`src/rtl/shift_sequencer.sv`:
```
// ============================================================================
//  Module   : shift_sequencer
//  Brief    : Sequences one load-then-shift job on an external 8-bit
//             universal shift register and captures its final value.
//  Revision : 1.0 - initial release
// ============================================================================
`default_nettype none

module shift_sequencer (
    input  logic       Clk,
    input  logic       Rst,
    input  logic       start_i,
    input  logic       abort_i,
    input  logic       dir_i,
    input  logic [3:0] count_i,
    input  logic [7:0] load_data_i,
    input  logic       fill_i,
    input  logic [7:0] Y_i,
    output logic [1:0] S_o,
    output logic [7:0] data_o,
    output logic       data_L_o,
    output logic       data_R_o,
    output logic       busy_o,
    output logic       done_o,
    output logic [7:0] result_o
);

    typedef enum logic [1:0] {
        ST_IDLE  = 2'd0,
        ST_LOAD  = 2'd1,
        ST_SHIFT = 2'd2,
        ST_DONE  = 2'd3
    } state_t;

    localparam logic [1:0] c_S_HOLD  = 2'b00;
    localparam logic [1:0] c_S_RIGHT = 2'b01;
    localparam logic [1:0] c_S_LEFT  = 2'b10;
    localparam logic [1:0] c_S_LOAD  = 2'b11;
    localparam logic [3:0] c_MAX_CNT = 4'd8;

    state_t     r_state;
    state_t     w_next;
    logic [7:0] r_data;
    logic       r_dir;
    logic       r_fill;
    logic [3:0] r_count;
    logic       r_done;
    logic [7:0] r_result;
    logic [3:0] w_eff_count;

    // More than eight shifts cannot change an 8-bit value further.
    assign w_eff_count = (count_i > c_MAX_CNT) ? c_MAX_CNT : count_i;

    always_comb begin
        w_next = r_state;
        case (r_state)
            ST_IDLE:  if (start_i) w_next = ST_LOAD;
            ST_LOAD: begin
                if (abort_i)              w_next = ST_IDLE;
                else if (r_count != 4'd0) w_next = ST_SHIFT;
                else                      w_next = ST_DONE;
            end
            ST_SHIFT: begin
                if (abort_i)              w_next = ST_IDLE;
                else if (r_count == 4'd1) w_next = ST_DONE;
            end
            ST_DONE:  w_next = ST_IDLE;
            default:  w_next = ST_IDLE;
        endcase
    end

    always_comb begin
        S_o      = c_S_HOLD;
        data_L_o = 1'b0;
        data_R_o = 1'b0;
        case (r_state)
            ST_LOAD:  S_o = c_S_LOAD;
            ST_SHIFT: begin
                S_o      = r_dir ? c_S_RIGHT : c_S_LEFT;
                data_L_o = r_dir ? r_fill : 1'b0;
                data_R_o = r_dir ? 1'b0 : r_fill;
            end
            default:  S_o = c_S_HOLD;
        endcase
    end

    assign busy_o   = (r_state != ST_IDLE);
    assign data_o   = r_data;
    assign done_o   = r_done;
    assign result_o = r_result;

    always_ff @(posedge Clk) begin
        if (Rst) begin
            r_state  <= ST_IDLE;
            r_data   <= 8'h00;
            r_dir    <= 1'b0;
            r_fill   <= 1'b0;
            r_count  <= 4'd0;
            r_done   <= 1'b0;
            r_result <= 8'h00;
        end else begin
            r_state <= w_next;
            r_done  <= (r_state == ST_DONE);
            if (r_state == ST_DONE) begin
                r_result <= Y_i;
            end
            if (r_state == ST_IDLE && start_i) begin
                r_data  <= load_data_i;
                r_dir   <= dir_i;
                r_fill  <= fill_i;
                r_count <= w_eff_count;
            end
            if (r_state == ST_SHIFT) begin
                r_count <= r_count - 4'd1;
            end
        end
    end

endmodule

`default_nettype wire

```
`config.mk`:
```
export PLATFORM = sky130hd
export DESIGN_NAME = shift_sequencer
export DESIGN_NICKNAME = d
export VERILOG_FILES = /design/src/rtl/shift_sequencer.sv
export SDC_FILE = /design/constraint.sdc
export NUM_CORES = 1
export LEC_CHECK = 0
export CORE_MARGIN = 2
export CORE_UTILIZATION = 23
export DETAILED_ROUTE_END_ITERATION = 10
export PLACE_DENSITY = 0.58
export SETUP_SLACK_MARGIN = 0.05
export SYNTH_ARGS = -nofsm -noshare
export SYNTH_HDL_FRONTEND = slang
export SYNTH_SLANG_ARGS = --single-unit
```
`constraint.sdc`:
```
create_clock -name Clk -period 1.6 [get_ports Clk]
set_clock_uncertainty 0.05 [all_clocks]
set_input_delay 0.24 -clock Clk [delete_from_list [all_inputs] [get_ports Clk]]
set_output_delay 0.24 -clock Clk [all_outputs]
set_load 0.02 [all_outputs]
```
==> results.cfg <==
[floorplan]
num_rows = 25
core-area_mm2 = 0.00475
io_pins = 48
start_util_pct = 23.9
fp.dieH_um = 74.3
die_x_um = 74.3
die_area_mm2 = 0.00552

[critical_path]
required_ns = 1.31
reg2reg_to = r_state[1]
slowest_stage = dfxtp_2
rr_startpoint = r_state[0]
worstSetupStartpointType = flop
cp_data_arrival_time_ns = 1.25
critical-path-top-delay-family = flip-flops
crit_type = reg2out
crit_path_end_kind = primary output
max_stage_delay_ns = 0.34
crit_chain = buf_4 -> ha_2 -> o21a_1 -> buf_6
r2r_cells = 6
regToRegSetupSlack_ns = 0.09
cp_max_fo = 3
cp.depth = 4
cp_num_buf_inv = 2

[global_routing]
grt-ovfl-total = 0
grt_pass1_wl_mm = 4.63
grt_max_degree = 15
track_usage_pct = 10.8
grt_pass1_vias = 1006
grt_busiest_layer = met1
grt.met1_usage_pct = 16.0
met2_usage_pct = 15.7
met3_usage_pct = 3.25
grt_antenna_before_repair = 0

[cells_and_area]
area_delta_synth_final_pct = 69.9
fin_nets = 228
stdcell_count = 261
drive_gt1_share_pct = 21.1
n_antenna_cell = 0

[clock_tree]
clockBufferDepth = 2
cts_tree = done
cts_buffers = 3
path_clk_slew_ns = 0.09
cts-root-buf = clkbuf_8
clkSinkCount = 25
clk_latency_ns = 0.26
htreeDepth = 1

[timing]
hold_slack_ns = 0.406
fin_tns_setup_ns = 0
drv_slew = 0
setup_viol = 0
slew-limit-headroom_pct = 82.0
rsz0062_at_grt = true
timing.fmax_ghz = 0.648
min_period_ns = 1.54
hold_viol_final = 0
finalCritPeriodShare_pct = 96.5
worst_slew_pin_slew_ns = 0.267

[placement]
place_inst = 256
port_buffers = 47
gp_congestion = 0.844
detailed_place_hpwl_mm = 2.18

[route]
ant_nets = 0
dr.pass1.iters = 4
via_count = 1114
routedWlPerCell_um = 11.3
drc = 0
drt_iter0_drc = 56
wl_mm = 2.96
vias_per_cell = 4.27

[pwr]
vdd_drop_max_mv = 0.419
seqPwrFrac_pct = 44.0
combPwrFrac_pct = 32.4
internal-power_w = 0.00113
power_density_mw_per_mm2 = 828
p_leak_nw = 0.907
finalPower_w = 0.00160
p_sw_w = 0.000470
clockPowerShare_pct = 23.6
swShare_pct = 29.4

[worst_hold_path]
min_path_type = reg2reg
whs_path_depth = 2
hold_end = data_o[1]
holdCritStartpoint = data_o[1]

[run_status]
status = finished, final reports clean

[synth]
syn-cell-area_mm2 = 0.00114
ys_types = 35
ys_ff_latch = 25
yosys_warnings = 0
synth_edf_count = 0
async_flop_share_pct = 0
synthCells = 130
ys.flop_type = dfxtp_1
synth_area_per_cell_um2 = 8.74
syn_nets = 163
ys_seq_area_share_pct = 44.1

[flow_run]
drv_cap = 0
-- worst min-delay path, delay by kind of cell, from the launching register on --
family	cells	cell delay, ns
simple gates	1	0.05
flops	1	0.31
compound gates	1	0.05
-- power groups by stage --
stage	combinational, W	sequential (W)	clock (W)
after CTS	0.000489	0.000700	0.000399
after detailed placement	0.000485	0.000711	0
after floorplan	0.000202	0.000732	0
after global placement	0.000487	0.000711	0
final	0.000518	0.000703	0.000377
after global routing	0.000571	0.000709	0.000433
-- layout by cell type, fill, tap and decap left out, drive strengths merged, types with 2 or more instances in the layout --
master / n
clkdlybuf4s50: 33
dfxtp: 25
buf: 23
nand2: 22
a21oi: 14
nor2: 12
dlymetal6s2s: 9
mux2i: 8
inv: 7
ha: 7
a211oi: 3
clkbuf: 3
nor2b: 2
and3: 2
nor3b: 2
-- sequential cells by signal (all words and copies together) (netlist names) --
signal    count
done_o        1
r_state       2
result_o      8
r_fill        1
data_o        8
r_dir         1
r_count       4
-- cells by family after synthesis --
| kind of cell | share of synthesized area [%] |
|---|---|
| multiplexers | 7.05 |
| adder cells (fa/ha/maj) | 7.71 |
| AO/OA/AOI/OAI | 17.0 |
| AND/OR/NAND/NOR | 19.4 |
| buffers and inverters | 4.85 |
| flip-flops | 44.1 |
-- cell usage after synthesis, drive strengths merged (2+ instances only) --
cell / n / area share [%]
mux2i: 8 / 7.0
clkbuf: 3 / 0.99
nor3b: 2 / 1.3
and3: 2 / 1.1
inv: 7 / 2.3
a21oi: 14 / 6.2
nand2: 22 / 7.3
ha: 7 / 7.7
nor2b: 2 / 1.1
a211oi: 3 / 2.0
nor2: 12 / 4.0
dfxtp: 25 / 44
buf: 3 / 1.5
-- how the worst max path moves through the flow --
stage | start | to | slack (ns)
after global routing | r_state[0] | S_o[1] | -0.02
final | r_state[0] | S_o[1] | 0.06
after floorplan | r_state[0] | S_o[0] | 0.09
after CTS | r_state[1] | S_o[0] | 0.03
after global placement | r_state[0] | S_o[1] | -0.19
after detailed placement | r_state[0] | S_o[1] | -0.24
-- stage by stage --
step           utilization, %  instance area, um^2  setup slack, ns
6_report                 40.6                 1930           0.0560
5_1_grt                  40.6                 1930          -0.0231
3_5_place_dp             38.1                 1810           -0.236
3_3_place_gp             38.1                 1810           -0.193
4_1_cts                  39.1                 1860           0.0270
2_1_floorplan               -                 1140           0.0883
-- per-layer routing --
metal	wire length, um	share of wire [%]
met2	1290	43
met3	215	7.3
met5	0	0
met4	8	0.27
met1	1450	49
-- repair_timing --
| action | in CTS | in global routing |
|---|---|---|
| pin swaps | 0 | 2 |
| hold buffers | 0 | 0 |
| setup buffers | 0 | 1 |
| endpoints found under the setup margin | 8 | 24 |
| gates resized for setup | 26 | 20 |
| cloned | 0 | 0 |
-- final cells by class --
class / instances / area, um^2
well taps: 67 / 83.8
repair buffers: 66 / 641
flip-flops and latches: 25 / 503
inverters: 7 / 28.8
multi-input cells: 92 / 628
fillers: 513 / 2820
clock buffers: 3 / 41.3
clock inverters: 1 / 5.00
(Power assumes the default switching activity.)
==> variant, RTL diff (same settings) <==
The 4 states of `state_t` get a one-hot encoding in 4 bits.
--- a/src/rtl/shift_sequencer.sv
+++ b/src/rtl/shift_sequencer.sv
@@ -25,11 +25,11 @@
     output logic [7:0] result_o
 );
 
-    typedef enum logic [1:0] {
-        ST_IDLE  = 2'd0,
-        ST_LOAD  = 2'd1,
-        ST_SHIFT = 2'd2,
-        ST_DONE  = 2'd3
+    typedef enum logic [3:0] {
+        ST_IDLE  = 4'b0001,
+        ST_LOAD  = 4'b0010,
+        ST_SHIFT = 4'b0100,
+        ST_DONE  = 4'b1000
     } state_t;
 
     localparam logic [1:0] c_S_HOLD  = 2'b00;
Behaviour: same outputs for any inputs over 10 cycles, from zero or initial values and one cycle with Rst high; not proved beyond that.
==> variant against the original RTL <==
Combinational power fell by 21%; the flow now finishes with violations (setup timing); power is 4.0% lower; synthesized area is 14% higher; worst hold slack improved by 0.0047 ns; wire length grew 28%; critical path depth rose by 2; cell area up 16%; first-iteration DRC count down 8.9%; final cell count up 12%; worst setup slack worse by 0.14 ns; sequential cell count is 2 higher.
==> variant: results <==
metrics = {
    "clocking": {
        "htreeDepth": 1,
        "cts_buffers": 3,
        "cts.clk_slew.worst_paths_ns": 0.10,
        "clockBufferDepth": 2,
    },
    "outcome": {
        "outcome": "finished, violations left",
        "violations": "setup timing",
    },
    "sta": {
        "worst-slew-pin-transition_ns": 0.298,
        "setup_violations": 8,
        "fin_ws_ns": -0.0867,
    },
    "drt": {
        "firstDrtPassIters": 4,
        "drtIter0Drc": 51,
        "wl_per_cell_um": 12.9,
        "viasPerCell": 4.70,
    },
    "yosys": {
        "synth.area.mux_share_pct": 0,
        "synth_compound_area_share_pct": 21.3,
        "ys_seq_area_share_pct": 41.8,
        "synth_commonest_cells": "dfxtp_1 (27), a21oi_1 (20), nand2_1 (17), nand3_1 (10), o21ai_0 (10)",
        "synth_xor_area_share_pct": 0.678,
        "synthTopCellsByArea": "dfxtp_1 (42%), a21oi_1 (7.7%), nand2_1 (4.9%), nand3_1 (3.9%), o21ai_0 (3.9%)",
        "synthAdderAreaFrac_pct": 1.94,
        "syn_nets": 181,
        "yosys_warnings": 0,
        "yosysUniqueCellTypes": 37,
        "synth_cells": 153,
    },
    "placed_design": {
        "dpl_cell_area_um2": 1940,
        "io_buffers": 47,
        "place_congestion": 0.800,
        "hpwlAfterDp_um": 2510,
        "placedCellCount": 277,
        "place_worst_setup_slack_ns": -0.291,
    },
    "power_and_ir_drop": {
        "ir_drop_mv": 0.322,
        "power_leakage_nw": 1.04,
    },
    "worst_hold_path": {
        "min_from": "result_o[0]",
        "hold_end": "result_o[0]",
        "holdPathStages": 2,
    },
    "final_layout": {
        "fin_nets": 249,
        "design_area_um2": 2230,
        "nFillCells": 567,
        "drive_gt1_share_pct": 28.6,
        "layoutNonFillerInstCount": 292,
    },
    "worst_setup_path": {
        "worstPathMaxFanout": 7,
        "ff2ff_setup_slack_ns": -0.05,
        "reg2reg_depth": 4,
        "regToRegStartpoint": "r_state[3]",
        "arrival_ns": 1.40,
        "r2r-end": "r_count[2]",
    },
    "global_routing": {
        "grt_usage_pct": 12.1,
        "grt_pass1_wl_um": 6000,
        "grt_pass1_vias": 1290,
        "grt_max_degree": 26,
    },
}
-- variant: changes by cell type in the layout (fill, tap and decap cells not counted), sizes merged, moves of 6 or more --
cell,before,now
a21oi,14,20
buf,23,33
clkdlybuf4s50,33,27
dlymetal6s2s,9,15
mux2i,8,0
nand3,1,10
nor2,12,6
o21ai,1,10
-- variant: cell families (layout without fill, tap and decap cells) --
| family | after synthesis | count (layout) |
|---|---|---|
| and+or+nand+nor | 60 | 61 |
| adders and majority gates | 2 | 2 |
| DFF | 27 | 27 |
| xor gates and xnor gates | 1 | 1 |
| buffers and inverters | 18 | 84 |
| AOI/OAI and AO/OA | 45 | 45 |
-- variant: area by class of cell --
cell class                 instances  area share (%)
tap                               72            4.03
clock buffer                       3            1.85
clock inverter                     1           0.224
timing repair buffer              75            33.9
sequential                        27            24.6
multi-input combinational        109            34.5
inverter                           5           0.840
-- variant: timing repair --
action / 4_1_cts / 5_1_grt
resized for setup: 38 / 48
setup buffers: 7 / 4
pin swaps: 5 / 15
setup endpoints to repair: 20 / 42
gates cloned: 0 / 1
-- variant: worst max path at each step --
stage,cells past startpoint,slack (ns),startpoint,endpoint
after global routing,5,-0.21,r_state[1],data_R_o
final,6,-0.09,r_state[1],S_o[0]
after CTS,3,-0.08,r_dir,S_o[1]
after floorplan,5,0.02,r_state[3],r_count[2]
after global placement,3,-0.29,r_state[1],S_o[1]
after detailed placement,3,-0.29,r_state[1],S_o[1]
-- variant: worst max-delay path: stages, from the launching register on --
cell      delay (ns)
dfxtp_2         0.35
buf_6           0.13
buf_4           0.11
buf_6           0.09
nand2b_4        0.06
a211oi_2        0.21
buf_4           0.17
-- variant: per-stage QoR --
stage | total power [mW] | hold WS, ns | setup TNS, ns
final | 1.53 | 0.411 | -0.413
after global routing | 1.62 | 0.438 | -1.18
after CTS | 1.51 | 0.415 | -0.760
after detailed placement | 1.09 | 0.401 | -1.57
after global placement | 1.09 | 0.394 | -1.47
after floorplan | 0.916 | 0.326 | 0
-- variant: where the power goes --
| part | switching, mW | total (mW) | leakage (nW) | internal [mW] |
|---|---|---|---|---|
| combinational | 0.187 | 0.407 | 0.794 | 0.220 |
| sequential | 0.0280 | 0.730 | 0.222 | 0.702 |
| clock | 0.223 | 0.398 | 0.0255 | 0.175 |
| total | 0.438 | 1.53 | 1.04 | 1.10 |
-- variant: per-layer routing --
metal | vias to the layer above | part of all wire [%] | GRT usage (%)
met3 | 4 | 5.4 | 2.84
met2 | 29 | 48 | 20.8
li1 | 688 | - | -
met4 | 0 | 1.3 | 4.14
met1 | 652 | 45 | 14.8
met5 | - | 0 | 0
